==> src/rtl/song_reader.sv <==
`default_nettype none
// +----------------------------------------------------------------------+
// | song_reader: walks a song in a registered ROM, issuing note/duration   |
// | pairs to the note player. Rev 1.0                                      |
// +----------------------------------------------------------------------+
module song_reader #(
  parameter int SONG_W = 2,
  parameter int ADDR_W = 5,
  parameter int NOTE_W = 6,
  parameter int DUR_W  = 6
) (
  input  logic                       clk,
  input  logic                       reset,
  input  logic                       play,
  input  logic [SONG_W-1:0]          song,
  input  logic                       note_done,
  output logic [SONG_W+ADDR_W-1:0]   rom_addr,
  input  logic [NOTE_W+DUR_W-1:0]    rom_data,
  output logic                       new_note,
  output logic [NOTE_W-1:0]          note,
  output logic [DUR_W-1:0]           duration,
  output logic                       song_done
);

  typedef enum logic [2:0] {
    S_IDLE  = 3'd0,
    S_FETCH = 3'd1,
    S_LATCH = 3'd2,
    S_ISSUE = 3'd3,
    S_WAIT  = 3'd4,
    S_END   = 3'd5
  } state_t;

  localparam logic [ADDR_W-1:0] C_ADDR_ONE = ADDR_W'(1);
  localparam logic [ADDR_W-1:0] C_ADDR_MAX = '1;

  state_t              r_state;
  state_t              w_next;
  logic [SONG_W-1:0]   r_song;
  logic [ADDR_W-1:0]   r_addr;
  logic [NOTE_W-1:0]   r_note;
  logic [DUR_W-1:0]    r_dur;
  logic                r_new_note;
  logic                r_song_done;

  logic                w_song_chg;
  logic                w_inc;
  logic                w_clr;
  logic                w_load;
  logic [NOTE_W-1:0]   w_rom_note;
  logic [DUR_W-1:0]    w_rom_dur;

  assign w_rom_note = rom_data[NOTE_W+DUR_W-1:DUR_W];
  assign w_rom_dur  = rom_data[DUR_W-1:0];

  always_ff @(posedge clk or negedge reset) begin
    if (!reset) begin
      r_state <= S_IDLE;
    end else begin
      r_state <= w_next;
    end
  end

  // Song change outranks pause, which outranks note_done and the end check.
  always_comb begin
    w_next     = r_state;
    w_inc      = 1'b0;
    w_clr      = 1'b0;
    w_load     = 1'b0;
    w_song_chg = (song != r_song) && (r_state != S_END);
    if (w_song_chg) begin
      w_next = S_IDLE;
    end else if (!play && (r_state != S_IDLE) && (r_state != S_END)) begin
      w_next = S_IDLE;
    end else begin
      unique case (r_state)
        S_IDLE:  if (play) w_next = S_FETCH;
        S_FETCH: w_next = S_LATCH;
        S_LATCH: begin
          if (w_rom_dur == '0) begin
            w_next = S_END;
            w_clr  = 1'b1;
          end else begin
            w_next = S_ISSUE;
            w_load = 1'b1;
          end
        end
        S_ISSUE: w_next = S_WAIT;
        S_WAIT: begin
          if (note_done) begin
            w_inc  = 1'b1;
            w_next = (r_addr == C_ADDR_MAX) ? S_END : S_FETCH;
          end
        end
        S_END:   if (!play) w_next = S_IDLE;
        default: w_next = S_IDLE;
      endcase
    end
  end

  always_ff @(posedge clk or negedge reset) begin
    if (!reset) begin
      r_song      <= '0;
      r_addr      <= '0;
      r_note      <= '0;
      r_dur       <= '0;
      r_new_note  <= 1'b0;
      r_song_done <= 1'b0;
    end else begin
      if (w_song_chg) begin
        r_song <= song;
        r_addr <= '0;
      end else if (w_inc) begin
        r_addr <= r_addr + C_ADDR_ONE;
      end else if (w_clr) begin
        r_addr <= '0;
      end
      if (w_load) begin
        r_note <= w_rom_note;
        r_dur  <= w_rom_dur;
      end
      r_new_note  <= (w_next == S_ISSUE);
      r_song_done <= (w_next == S_END) && (r_state != S_END);
    end
  end

  assign rom_addr  = {r_song, r_addr};
  assign new_note  = r_new_note;
  assign note      = r_note;
  assign duration  = r_dur;
  assign song_done = r_song_done;

endmodule
`default_nettype wire

==> config.mk <==
export PLATFORM = sky130hd
export DESIGN_NAME = song_reader
export DESIGN_NICKNAME = d
export VERILOG_FILES = /design/src/rtl/song_reader.sv
export SDC_FILE = /design/constraint.sdc
export NUM_CORES = 1
export LEC_CHECK = 0
export ABC_AREA = 1
export BUFFER_PORTS_ARGS = -buffer_cell sky130_fd_sc_hd__buf_4
export CAP_MARGIN = 20
export CORE_ASPECT_RATIO = 1.5
export CORE_MARGIN = 2
export CORE_UTILIZATION = 45
export CTS_CLUSTER_DIAMETER = 60
export DETAILED_ROUTE_END_ITERATION = 8
export GPL_ROUTABILITY_DRIVEN = 0
export PLACE_DENSITY = 0.68
export SYNTH_ARGS = -nofsm -noshare
export SYNTH_HDL_FRONTEND = slang
export SYNTH_SLANG_ARGS = --single-unit
==> constraint.sdc <==
create_clock -name clk -period 2 [get_ports clk]
set_input_delay 0.2 -clock clk [delete_from_list [all_inputs] [get_ports clk]]
set_output_delay 0.2 -clock clk [all_outputs]
set_load 0.1 [all_outputs]
Word level (Yosys, flattened, before mapping) --
Cells that the tools add are included.
Word-level totals: flip-flop bits (word level) 24, input port bits 18, output and inout port bits 21, logic and storage cells 50
Operators by class: add/subtract/negate cells 1, eq/ne operators 10, multiplexer cells 23, reductions and logical operators 9
Operator list (count):
- 2-to-1 mux 3 bit | 7
- case mux 3 bit (6 select lines) | 1
- 2-to-1 mux 5 bit | 3
- 2-to-1 mux 1 bit | 12
- == test 3 x 2 -> 1 bit, second input constant | 3
- == test 3 bit, second input constant | 3
- logical NOT 6 bit | 1
- nonzero test 3 bit | 2
- adder 5 x 1 -> 5 bit, second input constant | 1
- == test 5 bit, second input constant | 1
- logical AND 1 bit | 4
- == test 3 x 1 -> 1 bit, second input constant | 1
- logical NOT 3 bit | 1
- inequality test 3 bit, second input constant | 1
- inequality test 2 bit | 1
- logical NOT 1 bit | 1

Depth between registers and ports, before layout --
Gate-level depths: netlist of the first run.
depth after elaboration 8, gate-level depth with buffers 11, gate-level depth less buffers 11

Least setup slack after synthesis of the first run --
Ideal clock, no wire load.
kind register -> register, from reg r_addr[1], to reg r_state[2], library setup time 0.073 ns, arrival 1.928 ns, required time 1.927 ns, slack -0.001 ns, cell stages (with the launch flop) 12, buffers on the path 0, cell sequence dfrtp_1 -> ha_1 -> and3_1 -> ha_1 -> inv_1 -> nand2_1 -> nand3_1 -> nand2_1 -> inv_1 -> nand2_1 -> inv_1 -> nor2_1
On the way: longest elaborated chain between the ends 6
Ends and longest elaborated chain:
- start, declared | line 40 | logic [ADDR_W-1:0] r_addr;
- start signal, assigned | line 114 | r_addr <= r_addr + C_ADDR_ONE;
- == test 5 bit | line 92 | w_next = (r_addr == C_ADDR_MAX) ? S_END : S_FETCH;
- 2-to-1 mux 3 bit | line 92
- 2-to-1 mux 3 bit | line 90 | if (note_done) begin
- case mux 3 bit (6 select lines) | line 76 | unique case (r_state)
- 2-to-1 mux 3 bit | line 73 | end else if (!play && (r_state != S_IDLE) && (r_state != S_END)) begin
- 2-to-1 mux 3 bit | line 71 | if (w_song_chg) begin
- named net w_next[2] | line 38 | state_t w_next;
- end signal, assigned | line 60 | r_state <= w_next;
- end, declared | line 37 | state_t r_state;
The timed path passes the listed nets, and every way through them passes these cells. A chain may end at the register's enable or synchronous reset.

Worst setup path after layout of the first run --
from reg r_state[2], to reg r_dur[3] (netlist: duration[3])
On the way: longest elaborated chain between the ends 5
Ends and longest elaborated chain:
- nonzero test 3 bit | line 73
- logical AND 1 bit (2 in a row) | line 73
- 2-to-1 mux 1 bit | line 73
- 2-to-1 mux 1 bit (*) | line 71
- end signal, assigned | line 120 | r_dur <= w_rom_dur;
- end, declared | line 42 | logic [DUR_W-1:0] r_dur;
Every way passes the cells marked *; elsewhere a longest branch is shown, timed or not.

==> results.cfg, run 1 <==
[synthesis]
ys_types = 22
synth_xor_area_frac = 0.01431
synth.area.mux_share = 0
netlist_instances = 151
synth_largest_area_cell = dfrtp_1
synth_area_leaders = dfrtp_1, nand2_1, nand3_1
synth-compound-area-share = 0.01840
yosysTopAreaCellShare = 0.4908
synth-adder-area-share = 0.02045
syn_area_um2 = 1224
synth_warnings = 0
synth_top_family_by_area = simple AND/OR/NAND/NOR gates
ys_ff_latch = 24
synth_nets = 171
synth.yosys.seq_area_share = 0.4908
avgSynthCellArea_um2 = 8.104
synthSimpleGateAreaFrac = 0.3701

[clock_network]
cts_root_buf = clkbuf_8
post_cts_resized = 0
clockBufferDepth = 2
cts_buffers = 3
clk_latency_ns = 0.26
cts.sinks = 24
clk_pin_slew_worst_paths_ns = 0.09
h-tree-depth = 1
post_cts_buffers = 0
cts_tree = done

[cells_and_area]
drive_gt1_frac = 0.2708
n_antenna_cell = 0
layout.nets = 213
layoutNonFillerInstCount = 229
area_growth_pct = 30.67
nFillCells = 228

[worst_setup_path]
path_class = reg2reg
crit_path_max_incr_delay_ns = 0.48
start_kind = register
end_kind = register
cp_common_cell = nand2_1
reg2reg_depth = 8
critPathArrivalTime_ns = 1.80
slowest_stage = dfrtp_1
cp_cell_sequence = nor2_2 > nand2_1 > inv_1 > nand2_1 > nor2_4 > nand2_4 > nand2_1 > nand2_1
critPathMaxFanout = 13
critPathRequiredTime_ns = 2.15
r2r_end = duration[3]
r2r-start = r_state[2]
r2r_slack_ns = 0.35

[die]
die_area_um2 = 3161
initial_utilization = 0.4673
fp.dieW_um = 46.58
die_h_um = 67.87
ios = 39
fp.coreArea_um2 = 2619
rows = 23

[sta]
fmax_mhz = 606.3
fin_skew_ns = 0.009345
setup_viol = 0
final_hold_viol_count = 0
tightest_slew_ns = 0.5568
finalCriticalPeriod_ns = 1.649
rsz0062_at_grt = no
setup_ws_ns = 0.3506
finalCritPeriodShare = 0.8247
fin_hold_ws_ns = 0.1575
tns_ns = 0
relSlewSlack = 0.6279
drv_slew = 0

[routing]
drt_iter0_drc = 31
wire_per_inst_um = 12.00
drcViolationCount = 0
routed_wl_mm = 2.749
first_pass_iters = 4
ant_nets = 0
dr_total_vias = 1110
vias_per_cell = 4.847

[global_routing]
antenna_found_initial = 0
first_global_vias = 1033
grt_max_degree = 25
grt_usage = 0.1888
gr-total-overflow = 0
grt_pass1_wl_mm = 4.402

[place]
portBuffers = 38
hpwl_mm = 2.099
dp_slack_ns = 0.3539
dp.cells = 224

[flow_run]
max_cap_violations = 0

[hold_path]
worstHoldPathCells = 3
hold_path.class = in2reg
hp-start = song[0]
hold_end = r_song[0]

[outcome]
status = complete, no violations

[power]
powerDensity_nw_per_um2 = 762.2
p_leak_nw = 0.9589
peakVddDrop_uv = 442.3
## state kept, by name, summed over array words and instances (netlist names)
register / count
duration: 6
new_note: 1
song_done: 1
note: 6
r_addr: 5
r_state: 3
r_song: 2
## report_power, final
| part | total (W) | switching (W) | internal (W) |
|---|---|---|---|
| clock | 0.000322 | 0.000146 | 0.000175 |
| combinational | 0.000365 | 0.000284 | 0.0000810 |
| sequential | 0.000532 | 0.0000174 | 0.000515 |
| total | 0.00122 | 0.000448 | 0.000771 |
## Yosys cell counts, drive strengths merged
master / n
ha: 2
buf: 4
nor2: 10
xor2: 2
nor3: 1
dfrtp: 24
nand3b: 2
and3: 1
inv: 18
a21oi: 1
o211ai: 1
nand3: 22
nand4: 6
nand2: 55
o21ai: 2
## cells by family (layout without fill, tap and decap cells)
logic type,Yosys count,after routing
simple gates,97,97
xor+xnor,2,2
flops,24,24
compound gates,4,4
buf+inv,22,63
fa+ha+maj,2,2
## cell type report
class	count	area, µm²	area share
clock buffer	4	55.05	0.03443
inverter	18	67.56	0.04225
multi-input combinational	105	518.0	0.3239
sequential	24	601.8	0.3764
tap	37	46.29	0.02895
timing repair buffer	41	310.3	0.1941
## worst max-delay path, delay by kind of cell, from the launching register on
kind,cells,cell delay (ns)
buffers and inverters,1,0.08
DFF,1,0.48
and+or+nand+nor,7,0.97
## routing by layer
layer  track usage  wire, µm
met3       0.02639       123
met1        0.2186      1156
met5             0         0
met4       0.07857        48
met2        0.3351      1420
## worst max-delay path by stage
stage	end	slack, ns	depth (start not counted)	start
2_1_floorplan	r_state[2]	0.00008	11	r_addr[0]
3_3_place_gp	duration[2]	0.40	8	r_state[2]
3_5_place_dp	duration[3]	0.35	8	r_state[2]
4_1_cts	duration[3]	0.34	8	r_state[2]
5_1_grt	note[5]	0.19	8	r_state[0]
6_report	duration[3]	0.35	8	r_state[2]
## metrics by stage
stage	power (W)	instance area, µm²	util
after floorplan	0.0008057	1225	-
after global placement	0.0009028	1534	0.5858
after detailed placement	0.0009075	1534	0.5858
after CTS	0.001231	1599	0.6106
after global routing	0.001273	1599	0.6106
final	0.001219	1599	0.6106
## cells in the final DEF (no fill, tap or decap), types with 2 or more instances in the layout
cell type,count
xor2_1,2
o21ai_0,2
nor2_1,8
ha_1,2
nand4_1,6
inv_1,16
nand2_1,54
inv_2,2
buf_4,40
nand3_1,20
dfrtp_1,23
clkbuf_8,4
nand3b_1,2
## what timing repair did
action | CTS | global route
hold buffers | 1 | 0
endpoints found under the setup margin | 0 | 0
hold endpoints to repair | 24 | 0
Power figures use the tool's default switching activity.
==> run 2, diff against run 1 <==
--- a/config.mk
+++ b/config.mk
@@ -14,7 +14,7 @@
 export CTS_CLUSTER_DIAMETER = 60
 export DETAILED_ROUTE_END_ITERATION = 8
 export GPL_ROUTABILITY_DRIVEN = 0
-export PLACE_DENSITY = 0.68
+export PLACE_DENSITY = 0.71
 export SYNTH_ARGS = -nofsm -noshare
 export SYNTH_HDL_FRONTEND = slang
 export SYNTH_SLANG_ARGS = --single-unit
==> constraint.sdc (replaced) <==
create_clock -name clk -period 1.5 [get_ports clk]
set_input_delay 0.15 -clock clk [delete_from_list [all_inputs] [get_ports clk]]
set_output_delay 0.15 -clock clk [all_outputs]
set_load 0.1 [all_outputs]
==> run 2 against run 1 <==
Effect of this change: the run now ends with negative setup slack left; sequential power up 34%; largest power group unchanged; total power rose by 30%; final cell count rose by 3.1%; clock-buffer cell count is the same; non-clock buffer count up 7.
==> results.cfg, run 2 (synthesis gave the netlist of run 1 again) <==
[worst_setup_path]
critPathRequiredTime_ns = 1.64
critPathMaxFanout = 4
start_kind = register
path_class = reg2reg
reg2reg_depth = 11
critPathArrivalTime_ns = 1.66
end_kind = register

[die]
die_h_um = 67.87
die_area_um2 = 3161
rows = 23
fp.coreArea_um2 = 2619
fp.dieW_um = 46.58
ios = 39
initial_utilization = 0.4673

[routing]
wl_met3_um = 147
first_pass_iters = 4
wire_per_inst_um = 12.28
m1WireLength_mm = 1.123
dr_total_vias = 1172
routed_wl_mm = 2.897
top_layer = met4
drcViolationCount = 0
ant_nets = 0
dr_wl_met2_mm = 1.599
drt_iter0_drc = 14
vias_per_cell = 4.966

[sta]
setup_ws_ns = -0.01242
rsz0062_at_grt = yes
finalCriticalPeriod_ns = 1.512
relSlewSlack = 0.7976
fin_skew_ns = 0.006603
fmax_mhz = 661.2
finalCritPeriodShare = 1.008
drv_slew = 0
setup_viol = 1
tightest_slew_ns = 0.3036
final_hold_viol_count = 0

[global_routing]
grt_pass1_wl_mm = 4.478
grt_usage = 0.1942
antenna_found_initial = 0
first_global_vias = 1101
gr-total-overflow = 0
grt_max_degree = 25

[outcome]
status = complete, but fails checks
violations = negative setup slack

[place]
place_area_um2 = 1597
hpwl_mm = 2.098
portBuffers = 38
dp_slack_ns = 0.01778

[power]
powerDensity_nw_per_um2 = 921.8
p_switching_w = 0.0005972
peakVddDrop_uv = 534.2
p_int_w = 0.0009886
p_leak_nw = 0.9710
pwr-share-seq = 0.449
clkPwrFrac = 0.239
share_comb_of_total_power = 0.312
swShare = 0.3766

[hold_path]
hold_path.class = in2reg
worstHoldPathCells = 3

[flow_run]
max_cap_violations = 0

[clock_network]
cts_buffers = 3
clk_latency_ns = 0.26
h-tree-depth = 1
cts_tree = done
clockBufferDepth = 2
clk_pin_slew_worst_paths_ns = 0.08
cts.sinks = 24
cts_root_buf = clkbuf_8

[cells_and_area]
nFillCells = 225
multi_input_comb_area_um2 = 573.1
area_growth_pct = 40.59
layout_common_cells = nand2_1, buf_4, nand3_1, dfrtp_1, inv_1
fin_util = 0.6570
layout.nets = 220
drive_gt1_frac = 0.3769
n_antenna_cell = 0
design_area_um2 = 1720
seq_area_um2 = 621.8
layout_commonest_cell = nand2_1
[run 2: cell types whose count changed in the layout (fill, tap and decap cells not counted), moves of 2 or more]
cell	previous run	this run
buf_4	40	46
dfrtp_1	23	15
dfrtp_2	1	5
dfrtp_4	0	4
ha_1	2	0
ha_4	0	2
inv_1	16	14
inv_2	2	4
nand2_1	54	52
nand2_2	0	2
[run 2: worst paths after layout]
| check | start | endpoint | slack [ns] |
|---|---|---|---|
| max | r_addr[0] | r_state[2] | -0.01 |
| min | rom_data[6] | note[0] | 0.12 |
| max reg2reg | r_addr[0] | r_state[2] | -0.01 |
| min reg2reg | note[0] | note[0] | 0.48 |
| max in group asynchronous | reset | r_addr[1] | 0.91 |
| min in group asynchronous | reset | r_song[0] | 0.32 |
[run 2: power by group through the flow]
stage,clock (W),sequential (W),combinational [W]
detailed placement,0,0.000725,0.000490
global placement,0,0.000723,0.000485
floorplan,0,0.00100,0.0000728
finish,0.000379,0.000712,0.000495
global route,0.000423,0.000717,0.000521
CTS,0.000391,0.000711,0.000492
[run 2: worst max-delay path: stages, from the launching register on]
cell and delay [ns]:
dfrtp_4 0.51, ha_4 0.17, and3_4 0.18, ha_4 0.15, inv_2 0.05, nand2_2 0.04
nand3_2 0.04, nand2_1 0.05, inv_1 0.04, nand2_1 0.06, inv_1 0.07, nor2_1 0.04
[run 2: repair_timing]
action | in CTS | in global routing
endpoints found under the setup margin | 0 | 19
setup buffers | 0 | 5
hold buffers | 1 | 0
hold endpoints to repair | 24 | 0
gates resized for setup | 0 | 10
[run 2: through the flow]
step / total power [W] / hold slack (ns) / setup TNS (ns) / instances
finish: 0.001586 / 0.1204 / -0.01242 / 236
global route: 0.001661 / 0.1224 / -0.7530 / 236
floorplan: 0.001077 / -0.1456 / -0.2112 / 151
global placement: 0.001208 / 0.06199 / 0 / 226
detailed placement: 0.001214 / 0.06325 / 0 / 226
CTS: 0.001594 / 0.1189 / 0 / 231
[run 2: metal layers]
metal  GRT usage  vias to the layer above
met5           0                        -
met4     0.08214                        0
met3     0.02902                        6
met2      0.3438                       34
met1      0.2241                      557
li1            -                      575
[run 2: layout make-up]
class | instances | share of cell area
inverter | 18 | 0.03927
tap | 37 | 0.02691
clock buffer | 4 | 0.02618
timing repair buffer | 48 | 0.2131
sequential | 24 | 0.3615
multi-input combinational | 105 | 0.3331
